==> src/rtl/multdiv_booth_mult.sv <==
`default_nettype none
// ============================================================================
//  Module      : multdiv_booth_mult
//  Description : Sequential radix-2 Booth multiplier, one Booth step per clock.
//                Each step adds the multiplicand (true, or inverted with
//                carry-in) to the partial-product accumulator. It then
//                arithmetic-shifts {ACC, Q, q_m1} right by one bit. After
//                DATA_WIDTH steps it presents the low DATA_WIDTH bits of the
//                signed product and an overflow flag, with a one-cycle ready
//                pulse.
//  Ports       : clock          - rising-edge clock
//                reset          - synchronous active-high reset
//                ctrl_MULT      - start pulse (restarts if already running)
//                data_operandA  - multiplicand M, latched on start
//                data_operandB  - multiplier Q, latched on start
//                data_result    - low DATA_WIDTH bits of A*B (held)
//                data_exception - product does not fit in DATA_WIDTH (held)
//                data_resultRDY - one-cycle result-valid pulse
//                busy           - multiply in progress
//  Revision    : 1.0 - initial release
// ============================================================================
module multdiv_booth_mult #(
    parameter int DATA_WIDTH = 32
) (
    input  logic                  clock,
    input  logic                  reset,
    input  logic                  ctrl_MULT,
    input  logic [DATA_WIDTH-1:0] data_operandA,
    input  logic [DATA_WIDTH-1:0] data_operandB,
    output logic [DATA_WIDTH-1:0] data_result,
    output logic                  data_exception,
    output logic                  data_resultRDY,
    output logic                  busy
);

    localparam int W  = DATA_WIDTH;
    localparam int CW = $clog2(DATA_WIDTH) + 1;
    localparam logic [CW-1:0] c_cnt_last = CW'(DATA_WIDTH - 1);

    typedef enum logic [1:0] {
        S_IDLE = 2'd0,
        S_RUN  = 2'd1,
        S_DONE = 2'd2
    } state_t;

    state_t          r_state;
    logic [W-1:0]    r_m;
    logic [2*W:0]    r_p;      // {ACC, Q, q_m1}
    logic [CW-1:0]   r_cnt;

    logic [W-1:0]    w_acc;
    logic [1:0]      w_pair;
    logic            w_sub;
    logic            w_active;
    logic [W-1:0]    w_addend;
    logic [W-1:0]    w_cin;
    logic [W-1:0]    w_sum;
    logic            w_ovf;
    logic [W-1:0]    w_new_acc;
    logic            w_msb_in;
    logic [2*W:0]    w_p_next;
    logic [W-1:0]    w_hi;
    logic            w_exc;

    // Adder datapath and Booth recoding for the current step.
    always_comb begin
        w_acc    = r_p[2*W:W+1];
        w_pair   = r_p[1:0];                 // {Q[0], q_m1}
        w_sub    = (w_pair == 2'b10);
        w_active = w_pair[1] ^ w_pair[0];
        w_addend = w_sub ? ~r_m : r_m;
        w_cin    = {{(W-1){1'b0}}, w_sub};
        w_sum    = w_acc + w_addend + w_cin;
        // Signed overflow of the W-bit add: same-sign inputs, sign flip out.
        w_ovf    = (w_acc[W-1] == w_addend[W-1]) && (w_sum[W-1] != w_acc[W-1]);
        w_new_acc = w_active ? w_sum : w_acc;
        // The true (W+1)-bit sign of ACC+M is sum[MSB]^ovf. Shifting it in
        // keeps the 2W-bit product exact even for M = -2^(W-1).
        w_msb_in = w_active ? (w_sum[W-1] ^ w_ovf) : w_acc[W-1];
        w_p_next = {w_msb_in, w_new_acc, r_p[W:1]};
        // Product fits in W bits only if the upper half is a sign extension.
        w_hi     = r_p[2*W:W+1];
        w_exc    = (w_hi != {W{r_p[W]}});
    end

    // Later assignments override earlier ones. A start therefore wins over
    // RUN/DONE transitions, while DONE still publishes its outputs.
    always_ff @(posedge clock) begin
        if (reset) begin
            r_state        <= S_IDLE;
            r_m            <= '0;
            r_p            <= '0;
            r_cnt          <= '0;
            data_result    <= '0;
            data_exception <= 1'b0;
            data_resultRDY <= 1'b0;
            busy           <= 1'b0;
        end else begin
            data_resultRDY <= 1'b0;

            if (r_state == S_DONE) begin
                data_result    <= r_p[W:1];
                data_exception <= w_exc;
                data_resultRDY <= 1'b1;
                busy           <= 1'b0;
                r_state        <= S_IDLE;
            end

            if (r_state == S_RUN) begin
                r_p   <= w_p_next;
                r_cnt <= r_cnt + 1'b1;
                if (r_cnt == c_cnt_last) begin
                    r_state <= S_DONE;
                end
            end

            if (ctrl_MULT) begin
                r_m     <= data_operandA;
                r_p     <= {{W{1'b0}}, data_operandB, 1'b0};
                r_cnt   <= '0;
                r_state <= S_RUN;
                busy    <= 1'b1;
            end
        end
    end

endmodule
`default_nettype wire
==> config.mk <==
export PLATFORM = sky130hd
export DESIGN_NAME = multdiv_booth_mult
export DESIGN_NICKNAME = d
export VERILOG_FILES = /design/src/rtl/multdiv_booth_mult.sv
export SDC_FILE = /design/constraint.sdc
export NUM_CORES = 1
export LEC_CHECK = 0
export BUFFER_PORTS_ARGS = -buffer_cell sky130_fd_sc_hd__buf_4
export CAP_MARGIN = 10
export CELL_PAD_IN_SITES_DETAIL_PLACEMENT = 0
export CELL_PAD_IN_SITES_GLOBAL_PLACEMENT = 2
export CORE_ASPECT_RATIO = 1.1
export CORE_UTILIZATION = 36
export DETAILED_ROUTE_END_ITERATION = 10
export PLACE_DENSITY_LB_ADDON = 0.3
export SLEW_MARGIN = 15
export SYNTH_ARGS = -nofsm -noshare
export SYNTH_HDL_FRONTEND = slang
export SYNTH_SLANG_ARGS = --single-unit
==> constraint.sdc <==
create_clock -name clock -period 9.8 [get_ports clock]
set_clock_uncertainty 0.1 [all_clocks]
set_input_delay 2.45 -clock clock [delete_from_list [all_inputs] [get_ports clock]]
set_output_delay 2.45 -clock clock [all_outputs]
set_load 0.01 [all_outputs]
==> results.env <==
GRT.OVERFLOW.TOTAL=0
SEQ_AREA_FRAC_SYNTH_PCT=36.8
TIMING.CRITICAL_PATH.FROM_TYPE='primary input'
NUMBER_OF_GLOBAL_ROUTE_VIAS_BEFORE_REPAIR=6405
ANTENNA_CELLS_INSERTED=0
DETAIL_ROUTE.FIRST_PASS.ITERATIONS=4
TIMING.RR.START='r_p[1]'
CELLINTERNALPOWER_mW=1.09
MIN-DELAY-PATH-CLASS='reg2reg'
GRT_START_MAX_NET_PINS=82
MAXCAPVIOLATIONS=0
SYN-CELL-AREA_UM2=7630
WORSTMARGINPINSLEW_NS=0.927
LAYOUT.CELLS.MOST_COMMON='nand2_1'
DESIGN.CORE.AREA_UM2=20600
CTS_HOLD_BUF=0
AVGROUTEDWIREPERCELL_UM=15.3
FINISH.NET_COUNT=1148
SEQUENTIALPOWERSHARE_PCT=40.2
POST-ROUTE-DRC-COUNT=0
CTSROOTBUFFERMASTER='clkbuf_16'
TIMING.CRITICAL_PATH.SLOWEST_CELL_DELAY_NS=0.77
AVGSYNTHCELLAREA_UM2=7.75
FINAL_HOLD_VIOL_COUNT=0
GR-USAGE-MET2_PCT=30.4
CP-END-KIND='flip-flop'
INITIAL_STANDARD_CELL_UTILIZATION_OF_THE_CORE_PCT=36.9
SYNTH-MAIN-FF-CELL='dfxtp_1'
LAYOUT.CELLS.MOST_COMMON_LIST='nand2_1 (176), a21oi_1 (150), dfxtp_1 (140)'
SYNTH_ENABLE_FLOP_CELLS=0
CP_DATA_REQUIRED_TIME_NS=10.00
SYNTHESIS.INSTANCES=984
ANTENNA_VIOLATING_NETS_POST_ROUTE=0
WORST_IR_DROP_VDD_mV=0.131
GRT_ANTENNA_BEFORE_REPAIR=0
TIMING.FMAX_GHz=0.243
WORST-SETUP-PATH-TYPE='in2reg'
VIA_DENSITY_PER_INSTANCE=5.18
SYN_NETS=1087
NETSWITCHINGPOWER_mW=0.426
FIRST_PASS_GRT_WIRE_LENGTH_UM=32800
P_CLK_SHARE_PCT=46.1
RSZ_0062_RAISED_AFTER_GLOBAL_ROUTING='false'
PLACEMENT_ROWS=55
GR-USAGE-MET1_PCT=25.5
VIAS=6813
HOLDCRITSTARTPOINT='data_result[14]'
WORSTREG2REGEND='r_p[56]'
FIN_SETUP_TNS_NS=0
HPWL_UM=13600
MIN_DELAY_PATH_DEPTH=2
INSERTION_DELAY_OF_THE_LATER_CLOCKED_PIN_IN_THE_WORST_SKEW_PAIR_NS=0.43
GROUTE.LAYER.MET3.USAGE_PCT=3.44
CRIT_BUF_INV=2
IO_PINS=102
PORT-BUFFER-COUNT=101
WORSTREGTOREGCELLS=13
DIE_AREA_UM2=21800
POSTSYNTHREGISTERBITS=140
RUN_STATUS='complete, no violations'
P_SW_SHARE_PCT=28.2
SHARE_OF_LAYOUT_CELLS_ABOVE_DRIVE_STRENGTH_1_PCT=14.7
CLK_PIN_SLEW_WORST_PATHS_NS=0.06
MOST_COMMON_CELL_ON_CRIT_PATH='buf_4'
DRT_ITER0_DRC=354
SETUP_VIOLATORS_FINAL=0
CTS_MADE_BUFFERS=17
GLOBAL_ROUTE.USAGE.TOTAL_PCT=19.0
H-TREE-DEPTH=4
DIE_WIDTH_UM=141
LARGEST_DELAY_CONTRIBUTOR_FAMILY_ON_THE_CRITICAL_PATH='buffers and inverters'
YOSYS_WARNINGS=0
POWER-PER-CELL-AREA_nW_PER_UM2=165
MAXSLEWHEADROOM_PCT=38.2
HOLD_PATH_END='data_result[14]'
PATH_CELLS='buf_4 > buf_4 > or2_2 > o22ai_1'
POST_CTS.REPAIR.SETUP_BUFFERS=0
SYN_TO_FINAL_GROWTH_PCT=20.0
COMBINATIONALPOWERSHARE_PCT=13.7
MAXSLEWVIOLCOUNT=0
CTS_TREE='done'
TOTAL_LEAKAGE_POWER_nW=4.02
WORST-PATH-STAGES=4
CRIT_SLOWEST_CELL='buf_4'
POST_CTS_RESIZE_COUNT=0
YOSYSUNIQUECELLTYPES=56
CRITICAL_PATH.MAX_FANOUT=81
CLOCK_TREE.BUFFER_DEPTH=2
CRITICAL_PATH_ARRIVAL_NS=4.31
FINALCRITPERIODSHARE_PCT=41.9
TOP_USAGE_LAYER='met2'
ROUTED_WL_UM=20000
FINAL.MIN_CLOCK_PERIOD_NS=4.11
GLOBALPLACE.CONGESTION=0.823
TIMING.REG2REG.SETUP_SLACK_NS=5.70
DIE-HEIGHT_UM=155
ASYNC_FLOP_SHARE_PCT=0
POWER_mW=1.51
TRITONCTS_NUM_SINKS=140
-- per-layer routing --
metal / vias up / part of all wire, %
li1: 3559 / -
met1: 3101 / 50
met2: 127 / 45
met3: 26 / 3.3
met4: 0 / 1.8
met5: - / 0
-- kinds of logic (layout without fill, tap and decap cells) --
family / Yosys count / after routing / share of synthesized area, %
fa+ha+maj: 36 / 36 / 6.00
simple gates: 349 / 349 / 19.2
compound gates: 280 / 280 / 22.0
buf+inv: 79 / 153 / 3.92
flops: 140 / 140 / 36.8
xor+xnor: 64 / 64 / 7.35
mux: 36 / 36 / 4.79
-- worst max path at each step --
stage                     startpoint  endpoint  slack, ns
after CTS                  ctrl_MULT   r_p[61]       5.68
after global routing          r_p[1]   r_p[61]       5.43
after detailed placement   ctrl_MULT   r_p[61]       5.23
after floorplan            ctrl_MULT    r_m[0]       6.14
final                      ctrl_MULT   r_p[61]       5.69
after global placement     ctrl_MULT   r_p[61]       5.19
-- tightest hold or removal path, delay by kind of cell, from the launching register on --
| kind | cells | cell delay [ns] |
|---|---|---|
| AO/OA/AOI/OAI | 1 | 0.05 |
| flip-flops | 1 | 0.31 |
| AND/OR/NAND/NOR | 1 | 0.05 |
-- registers in the layout (all words and copies together), names as in the netlist, named ones only --
name / count
busy: 1
r_m: 32
data_resultRDY: 1
data_result: 32
r_p: 64
r_cnt: 6
r_state: 2
data_exception: 1
-- synth_stat cells, types with 2 or more instances --
master	number	area (µm²)
buf_1	15	56.3
nor3_1	13	65.1
o21bai_1	2	15.0
nand4_1	12	75.1
clkbuf_1	50	188
inv_1	12	45.0
o211a_1	6	60.1
ha_1	35	438
a21o_1	18	135
o21ai_0	40	200
a21oi_1	150	751
a221oi_1	2	17.5
a21oi_2	2	17.5
nand3b_1	7	52.6
and4_1	2	17.5
a31oi_1	12	75.1
mux2i_1	34	340
nor4_1	7	43.8
nand2_1	177	664
dfxtp_1	140	2800
a21boi_0	2	15.0
and3_1	6	37.5
a211oi_1	10	75.1
o21a_1	2	15.0
o22ai_1	4	25.0
xor2_1	48	420
or3_1	2	12.5
o211ai_1	14	105
buf_2	2	10.0
nor2b_1	3	18.8
nor2_1	103	387
xnor2_1	16	140
nand3_1	13	65.1
-- through the flow --
stage | setup WS (ns) | utilization, % | cell area, µm² | std cells | hold slack, ns
floorplan | 6.14 | - | 7630 | 984 | 0.336
detailed placement | 5.23 | 41.3 | 8530 | 1282 | 0.348
finish | 5.69 | 44.3 | 9150 | 1314 | 0.354
global route | 5.43 | 44.3 | 9150 | 1314 | 0.368
global placement | 5.19 | 41.3 | 8530 | 1282 | 0.347
CTS | 5.68 | 44.3 | 9150 | 1314 | 0.357
-- power groups by stage --
stage                     logic [mW]  clock network, mW  registers (mW)
after floorplan                0.150                  0           0.615
after global placement         0.209                  0           0.622
after detailed placement       0.208                  0           0.622
after CTS                      0.209              0.712           0.609
after global routing           0.232              0.739           0.612
final                          0.207              0.697           0.609
-- cell type report --
cell class,count,area [µm²]
inverters,12,45.0
clock inverters,15,199
repair buffers,109,818
multi-input cells,765,4540
well taps,256,320
fillers,2146,11500
clock buffers,17,425
flip-flops and latches,140,2800
Note: power is estimated with default switching activity, not from simulation.
